### src/rtl/xgmii_encoder.sv
// xgmii_encoder: 64b/66b transmit PCS encoder (XGMII word pairs -> 66b blocks).
// Define ENCODER_SEQ_CHECK_EN to enable the TX block-sequence checker.

package code_defs_pkg;
    localparam logic [1:0] SYNC_DATA = 2'b01;
    localparam logic [1:0] SYNC_CTL  = 2'b10;

    localparam logic [7:0] BT_IDLE = 8'h1E;
    localparam logic [7:0] BT_O4   = 8'h2D;
    localparam logic [7:0] BT_S4   = 8'h33;
    localparam logic [7:0] BT_O0S4 = 8'h66;
    localparam logic [7:0] BT_O0O4 = 8'h55;
    localparam logic [7:0] BT_S0   = 8'h78;
    localparam logic [7:0] BT_O0   = 8'h4B;
    localparam logic [7:0] BT_T0   = 8'h87;
    localparam logic [7:0] BT_T1   = 8'h99;
    localparam logic [7:0] BT_T2   = 8'hAA;
    localparam logic [7:0] BT_T3   = 8'hB4;
    localparam logic [7:0] BT_T4   = 8'hCC;
    localparam logic [7:0] BT_T5   = 8'hD2;
    localparam logic [7:0] BT_T6   = 8'hE1;
    localparam logic [7:0] BT_T7   = 8'hFF;

    localparam logic [7:0] RS_IDLE  = 8'h07;
    localparam logic [7:0] RS_START = 8'hFB;
    localparam logic [7:0] RS_TERM  = 8'hFD;
    localparam logic [7:0] RS_ERROR = 8'hFE;
    localparam logic [7:0] RS_OS    = 8'h9C;

    localparam logic [6:0] CC_IDLE  = 7'h00;
    localparam logic [6:0] CC_ERROR = 7'h1E;
endpackage

module xgmii_encoder #(
    parameter int DATA_WIDTH = 32,
    localparam int DATA_NBYTES = DATA_WIDTH / 8
) (
    input  logic                   i_txc,
    input  logic                   i_reset,
    input  logic [DATA_WIDTH-1:0]  i_txd,
    input  logic [DATA_NBYTES-1:0] i_txctl,
    input  logic                   i_tx_ready,
    output logic [DATA_WIDTH-1:0]  o_txd,
    output logic [1:0]             o_tx_header,
    output logic                   o_tx_header_valid
);
    import code_defs_pkg::*;

    localparam logic [63:0] ERR_BLK = {{8{CC_ERROR}}, BT_IDLE};

    typedef enum logic [2:0] {
        CL_C, CL_S, CL_D, CL_T, CL_E
    } blk_class_t;

    logic                  phase;
    logic [DATA_WIDTH-1:0] cap_d;
    logic [3:0]            cap_c;
    logic [63:0]           blk;
    logic [1:0]            hdr;
    logic                  blk_vld;

    logic [63:0] blk_d;
    logic [7:0]  blk_c;
    logic [7:0]  l0;
    logic [7:0]  l4;
    logic [55:0] codes;
    logic [7:0]  t_hit;
    logic [2:0]  t_lane;
    logic [63:0] t_pay;
    logic [63:0] enc_pay;
    logic [1:0]  enc_hdr;
    blk_class_t  cls;
    logic        seq_err;
    logic [63:0] blk_nxt;
    logic [1:0]  hdr_nxt;

    logic is_data, is_idle, is_s0, is_s4;
    logic is_o0, is_o4, is_o0o4, is_o0s4;

    assign blk_d = {i_txd, cap_d};
    assign blk_c = {i_txctl, cap_c};
    assign l0    = blk_d[7:0];
    assign l4    = blk_d[39:32];

    assign is_data = (blk_c == 8'h00);
    assign is_idle = (blk_c == 8'hFF) && !t_hit[0];
    assign is_s0   = (blk_c == 8'h01) && (l0 == RS_START);
    assign is_s4   = (blk_c == 8'h1F) && (l4 == RS_START);
    assign is_o4   = (blk_c == 8'h1F) && (l4 == RS_OS);
    assign is_o0   = (blk_c == 8'hF1) && (l0 == RS_OS);
    assign is_o0o4 = (blk_c == 8'h11) && (l0 == RS_OS)
                   && (l4 == RS_OS);
    assign is_o0s4 = (blk_c == 8'h11) && (l0 == RS_OS)
                   && (l4 == RS_START);

    function automatic logic [7:0] bt_term(input logic [2:0] n);
        logic [7:0] bt;
        case (n)
            3'd0:    bt = BT_T0;
            3'd1:    bt = BT_T1;
            3'd2:    bt = BT_T2;
            3'd3:    bt = BT_T3;
            3'd4:    bt = BT_T4;
            3'd5:    bt = BT_T5;
            3'd6:    bt = BT_T6;
            default: bt = BT_T7;
        endcase
        return bt;
    endfunction

    // per-lane 7-bit control codes and terminate-lane detection
    always_comb begin
        codes  = '0;
        t_hit  = '0;
        t_lane = '0;
        for (int n = 0; n < 8; n++) begin
            codes[7*n +: 7] = (blk_d[8*n +: 8] == RS_IDLE)
                            ? CC_IDLE : CC_ERROR;
            t_hit[n] = (blk_d[8*n +: 8] == RS_TERM)
                     && (blk_c == (8'hFF << n));
            if (t_hit[n]) t_lane = 3'(n);
        end
    end

    // terminate payload: leading data, zero pad, trailing codes
    always_comb begin
        t_pay = {codes, 8'h00};
        for (int b = 8; b < 64; b++) begin
            if (b <= 7 * int'(t_lane) + 14) t_pay[b] = 1'b0;
        end
        for (int j = 0; j < 7; j++) begin
            if (j < int'(t_lane))
                t_pay[8 + 8*j +: 8] = blk_d[8*j +: 8];
        end
        t_pay[7:0] = bt_term(t_lane);
    end

    // block-type decode; undecodable patterns fall to the error block
    always_comb begin
        enc_hdr = SYNC_CTL;
        enc_pay = ERR_BLK;
        cls     = CL_E;
        unique case (1'b1)
            is_data: begin
                enc_hdr = SYNC_DATA;
                enc_pay = blk_d;
                cls     = CL_D;
            end
            is_idle: begin
                enc_pay = {codes, BT_IDLE};
                cls     = CL_C;
            end
            (|t_hit): begin
                enc_pay = t_pay;
                cls     = CL_T;
            end
            is_s0: begin
                enc_pay = {blk_d[63:8], BT_S0};
                cls     = CL_S;
            end
            is_s4: begin
                enc_pay = {blk_d[63:40], 4'h0,
                           codes[27:0], BT_S4};
                cls     = CL_S;
            end
            is_o4: begin
                enc_pay = {blk_d[63:40], 4'h0,
                           codes[27:0], BT_O4};
                cls     = CL_C;
            end
            is_o0: begin
                enc_pay = {codes[55:28], 4'h0,
                           blk_d[31:8], BT_O0};
                cls     = CL_C;
            end
            is_o0o4: begin
                enc_pay = {blk_d[63:40], 8'h00,
                           blk_d[31:8], BT_O0O4};
                cls     = CL_C;
            end
            is_o0s4: begin
                enc_pay = {blk_d[63:40], 8'h00,
                           blk_d[31:8], BT_O0S4};
                cls     = CL_S;
            end
            default: ;
        endcase
    end

`ifdef ENCODER_SEQ_CHECK_EN
    typedef enum logic [2:0] {
        TX_INIT, TX_C, TX_D, TX_T, TX_E
    } tx_state_t;

    tx_state_t state;
    tx_state_t state_nxt;

    // sequence state advances once per encoded block
    always_ff @(posedge i_txc) begin
        if (i_reset)
            state <= TX_INIT;
        else if (i_tx_ready && phase)
            state <= state_nxt;
    end

    // legal-transition check; illegal blocks become error blocks
    always_comb begin
        state_nxt = state;
        seq_err   = 1'b0;
        case (state)
            TX_D: begin
                case (cls)
                    CL_D:    state_nxt = TX_D;
                    CL_T:    state_nxt = TX_T;
                    default: begin
                        state_nxt = TX_E;
                        seq_err   = 1'b1;
                    end
                endcase
            end
            TX_E: begin
                case (cls)
                    CL_C:    state_nxt = TX_C;
                    CL_S:    state_nxt = TX_D;
                    CL_D:    state_nxt = TX_D;
                    CL_T:    state_nxt = TX_T;
                    default: state_nxt = TX_E;
                endcase
            end
            default: begin
                case (cls)
                    CL_C:    state_nxt = TX_C;
                    CL_S:    state_nxt = TX_D;
                    default: begin
                        state_nxt = TX_E;
                        seq_err   = 1'b1;
                    end
                endcase
            end
        endcase
    end
`else
    logic unused_cls;
    assign unused_cls = ^cls;
    assign seq_err    = 1'b0;
`endif

    assign blk_nxt = seq_err ? ERR_BLK  : enc_pay;
    assign hdr_nxt = seq_err ? SYNC_CTL : enc_hdr;

    // phase 0 captures lanes 0-3 and emits the lower half;
    // phase 1 registers the block and emits the upper half
    always_ff @(posedge i_txc) begin
        if (i_reset) begin
            phase             <= 1'b0;
            cap_d             <= '0;
            cap_c             <= '0;
            blk               <= '0;
            hdr               <= 2'b00;
            blk_vld           <= 1'b0;
            o_txd             <= '0;
            o_tx_header       <= 2'b00;
            o_tx_header_valid <= 1'b0;
        end else if (i_tx_ready) begin
            phase <= ~phase;
            if (!phase) begin
                cap_d             <= i_txd;
                cap_c             <= i_txctl;
                o_txd             <= blk_vld ? blk[31:0] : '0;
                o_tx_header       <= blk_vld ? hdr : 2'b00;
                o_tx_header_valid <= blk_vld;
            end else begin
                blk               <= blk_nxt;
                hdr               <= hdr_nxt;
                blk_vld           <= 1'b1;
                o_txd             <= blk_vld ? blk[63:32] : '0;
                o_tx_header_valid <= 1'b0;
            end
        end
    end
endmodule

### config.mk
export PLATFORM = sky130hd
export DESIGN_NAME = xgmii_encoder
export DESIGN_NICKNAME = d
export VERILOG_FILES = /design/src/rtl/xgmii_encoder.sv
export SDC_FILE = /design/constraint.sdc
export NUM_CORES = 1
export LEC_CHECK = 0
export CORE_ASPECT_RATIO = 0.8
export CORE_MARGIN = 2
export CORE_UTILIZATION = 60
export CTS_CLUSTER_SIZE = 28
export DETAILED_ROUTE_END_ITERATION = 8
export PLACE_DENSITY = 0.83
export SLEW_MARGIN = 20
export SYNTH_ARGS = -nofsm -noshare
export SYNTH_HDL_FRONTEND = slang
export SYNTH_SLANG_ARGS = --single-unit
### constraint.sdc
create_clock -name i_txc -period 8.3 [get_ports i_txc]
set_input_delay 0.83 -clock i_txc [delete_from_list [all_inputs] [get_ports i_txc]]
set_output_delay 0.83 -clock i_txc [all_outputs]
set_load 0.01 [all_outputs]
==> impl_metrics.env <==
export IMPL_yosys_area_top_type="dfxtp_1"
export IMPL_cp_max_fo=11
export IMPL_rrSetupSlack_ns=3.55
export IMPL_synth_seq_area_share_pct=36.0
export IMPL_drcViolationCount=0
export IMPL_cts_root_buf="clkbuf_16"
export IMPL_hold_path_endpoint="blk[5]$_SDFFE_PP0P_"
export IMPL_period_share_pct=61.0
export IMPL_layout_min_cycle_time_ns=5.07
export IMPL_avgViaCountPerCell=6.74
export IMPL_cts_setup_buffers=0
export IMPL_tritoncts="done"
export IMPL_slew_headroom_pct=22.7
export IMPL_worst_slew_pin_slew_ns=1.15
export IMPL_cts_hold_buf=0
export IMPL_avgSynthCellArea_um2=8.02
export IMPL_syn_inst=964
export IMPL_ys_warn_count=0
export IMPL_synth_top_area_share_pct=36.0
export IMPL_clkSinkCount=139
export IMPL_antenna_found_initial=0
export IMPL_rr_startpoint="cap_c[1]$_SDFFE_PP0P_"
export IMPL_dr_pass1_iters=5
export IMPL_synthFlopType="dfxtp_1"
export IMPL_power_density_mw_per_mm2=176
export IMPL_hold_path_class="register to register"
export IMPL_crit_arrival_ns=5.33
export IMPL_reg2reg_depth=16
export IMPL_hpwl_mm=20.1
export IMPL_slew_violations=0
export IMPL_vdd_drop_max_mv=0.157
export IMPL_initial_utilization_pct=60.7
export IMPL_fin_tns_setup_ns=0
export IMPL_grtUsageTotal_pct=41.0
export IMPL_syn_num_nets=1017
export IMPL_die_y_um=106
export IMPL_grt_overflow_total=0
export IMPL_die_w_um=131
export IMPL_critPathLaunchType="input port"
export IMPL_synthTopCellsByArea="dfxtp_1 (36%), nand2_1 (7.6%), a21oi_1 (6.9%)"
export IMPL_grt_pass1_wl_mm=42.4
export IMPL_insertion_delay_ns=0.43
export IMPL_layout_drive_gt1_share_pct=12.1
export IMPL_critPathCaptureType="register"
export IMPL_grt_max_degree=99
export IMPL_setup_viol=0
export IMPL_numCtsBuffers=17
export IMPL_synth_edff_count=0
export IMPL_cp_required_ns=8.56
export IMPL_outcome="completed"
export IMPL_leakage_nw=3.27
export IMPL_antenna_left=0
export IMPL_combPwrFrac_pct=9.0
export IMPL_hold_viol_final=0
export IMPL_seq_power_share_pct=45.4
export IMPL_cts_path_max_buffers=2
export IMPL_syn_area_mm2=0.00773
export IMPL_synthArstFlopShare_pct=0
export IMPL_die_area_mm2=0.0138
export IMPL_timing_rr_end="blk[31]$_SDFFE_PP0P_"
export IMPL_ys_ff_latch=139
export IMPL_internal_power_mw=1.16
export IMPL_area_growth_pct=16.8
export IMPL_finish_utilization_pct=70.9
export IMPL_clkPwrFrac_pct=45.6
export IMPL_vias=8031
export IMPL_min_from="blk[5]$_SDFFE_PP0P_"
export IMPL_timing_max_cap_violations=0
export IMPL_p_sw_uw=433
export IMPL_grt_setup_unrepaired="false"
export IMPL_cts_resized=0
export IMPL_nFillCells=1055
export IMPL_whs_ns=0.447
export IMPL_core_area_mm2=0.0127
export IMPL_switching_share_pct=27.2
export IMPL_clk_pin_slew_worst_paths_ns=0.06
export IMPL_io_buffers=73
export IMPL_ios=74
export IMPL_crit_type="input port to register"
export IMPL_grt_pass1_vias=7323
export IMPL_fin_nets=1057
export IMPL_rows=37
export IMPL_synth_distinct_cells=77
export IMPL_cts_max_level=4
export IMPL_first_iter_violations=1331
export IMPL_antenna_cells=0
export IMPL_wl_per_cell_um=23.5
export IMPL_finalClockSkew_ns=0.00659
export IMPL_timing_fmax_mhz=197
export IMPL_drt_wl_total_mm=28.0
export IMPL_place_congestion=1.13
export IMPL_holdPathStages=2
-- synthesized netlist by cell type, types with 5 or more instances --
master    count
a31oi_1      14
nand3_1      23
a22oi_1      38
nor3_1       16
a21o_1        8
nand2b_1     11
a21oi_1     107
or3_1         7
a211oi_1     13
buf_6         5
nand2_1     156
inv_1        13
nand4b_1      8
nor2b_1      38
nor2_1       68
and2_1        9
o21bai_1     21
buf_1         7
a222oi_1      6
a221oi_1      7
nor4_1       14
a211o_1       6
nand4_1      18
dfxtp_1     139
ha_1         13
clkbuf_1     41
o21ai_2      21
mux2_2       32
o21ai_0      21
buf_2         7
-- stage by stage --
stage	cells	setup WS, ns	area [um2]	total power, mW
after floorplan	964	3.92	7730	0.801
after global placement	1160	2.98	8470	0.868
after detailed placement	1160	2.98	8470	0.871
after CTS	1192	3.40	9020	1.58
after global routing	1192	3.06	9030	1.62
final	1192	3.23	9030	1.59
-- logic make-up after synthesis --
kind of cell | share of synthesized area [%]
simple gates | 26.7
compound gates | 25.7
flops | 36.0
buf+inv | 4.48
mux | 4.66
fa+ha+maj | 2.36
xor+xnor | 0.113
-- cell type report --
type | instances | area [um2] | area share [%]
multi-input combinational | 748 | 4610 | 51.1
tap | 175 | 219 | 2.42
timing repair buffer | 82 | 796 | 8.81
inverter | 16 | 67.6 | 0.748
clock buffer | 19 | 433 | 4.79
sequential | 139 | 2780 | 30.8
clock inverter | 13 | 119 | 1.32
-- state kept, by name (all words and copies together), names as in the netlist --
name               cells
blk                   64
cap_d                 32
o_txd                 32
cap_c                  4
hdr                    2
o_tx_header            2
blk_vld                1
o_tx_header_valid      1
phase                  1
-- worst max-delay path by stage --
stage | endpoint | cells past startpoint | from
floorplan | blk[18]$_SDFFE_PP0P_ | 16 | i_txd[1]
global placement | blk[30]$_SDFFE_PP0P_ | 16 | i_txd[3]
detailed placement | blk[30]$_SDFFE_PP0P_ | 16 | i_txd[3]
CTS | blk[31]$_SDFFE_PP0P_ | 17 | i_txctl[2]
global route | blk[31]$_SDFFE_PP0P_ | 17 | i_txctl[2]
finish | blk[31]$_SDFFE_PP0P_ | 17 | i_txctl[2]
-- routing by layer --
layer,track usage (%),vias up,wire length [um]
li1,-,3600,-
met1,54.6,3741,11200
met2,57.4,566,11500
met3,14.0,124,3560
met4,23.0,0,1650
met5,0,-,0
-- cells in the final DEF (no fill, tap or decap), types with 4 or more instances in the layout --
cell type | Yosys | final
or3_1 | 7 | 7
a31oi_1 | 14 | 14
a22oi_1 | 38 | 38
nand4b_1 | 8 | 8
nor2_1 | 68 | 68
o21ai_2 | 21 | 21
nand3_1 | 23 | 23
o21ai_1 | 4 | 4
buf_4 | 1 | 10
inv_1 | 13 | 13
a222oi_1 | 6 | 6
a221oi_1 | 7 | 7
nor2b_1 | 38 | 37
o21bai_1 | 21 | 21
nand2_1 | 156 | 156
ha_1 | 13 | 13
clkdlybuf4s50_1 | 0 | 72
dfxtp_1 | 139 | 139
clkbuf_16 | 0 | 17
a211oi_1 | 13 | 13
a211o_1 | 6 | 6
and4b_1 | 4 | 4
nand2b_1 | 11 | 11
mux2_2 | 32 | 32
clkinvlp_4 | 0 | 4
nor4_1 | 14 | 13
a211oi_2 | 4 | 4
a21oi_1 | 107 | 107
or4b_2 | 4 | 4
nor3_1 | 16 | 16
and2_1 | 9 | 8
a21o_1 | 8 | 8
nand4_1 | 18 | 18
o21ai_0 | 21 | 21
-- power by group through the flow --
| stage | Sequential, mW | Clock [mW] | Combinational [mW] |
|---|---|---|---|
| floorplan | 0.718 | 0 | 0.0828 |
| detailed placement | 0.733 | 0 | 0.138 |
| global placement | 0.732 | 0 | 0.136 |
| CTS | 0.719 | 0.721 | 0.139 |
| finish | 0.722 | 0.725 | 0.144 |
| global route | 0.722 | 0.749 | 0.153 |
-- critical path, cell delays in order --
cell and delay, ns:
clkdlybuf4s50_1 0.58, or2_2 0.40, nor4_2 0.33, o21ai_1 0.12, buf_4 0.21, nand3_1 0.35
inv_1 0.19, ha_1 0.24, ha_1 0.20, inv_1 0.08, fa_1 0.43, inv_1 0.20
nand2_1 0.25, nor2_1 0.32, nand3_1 0.13, a222oi_1 0.32, a211oi_1 0.13
No activity file was read; power rests on OpenSTA's default activity.
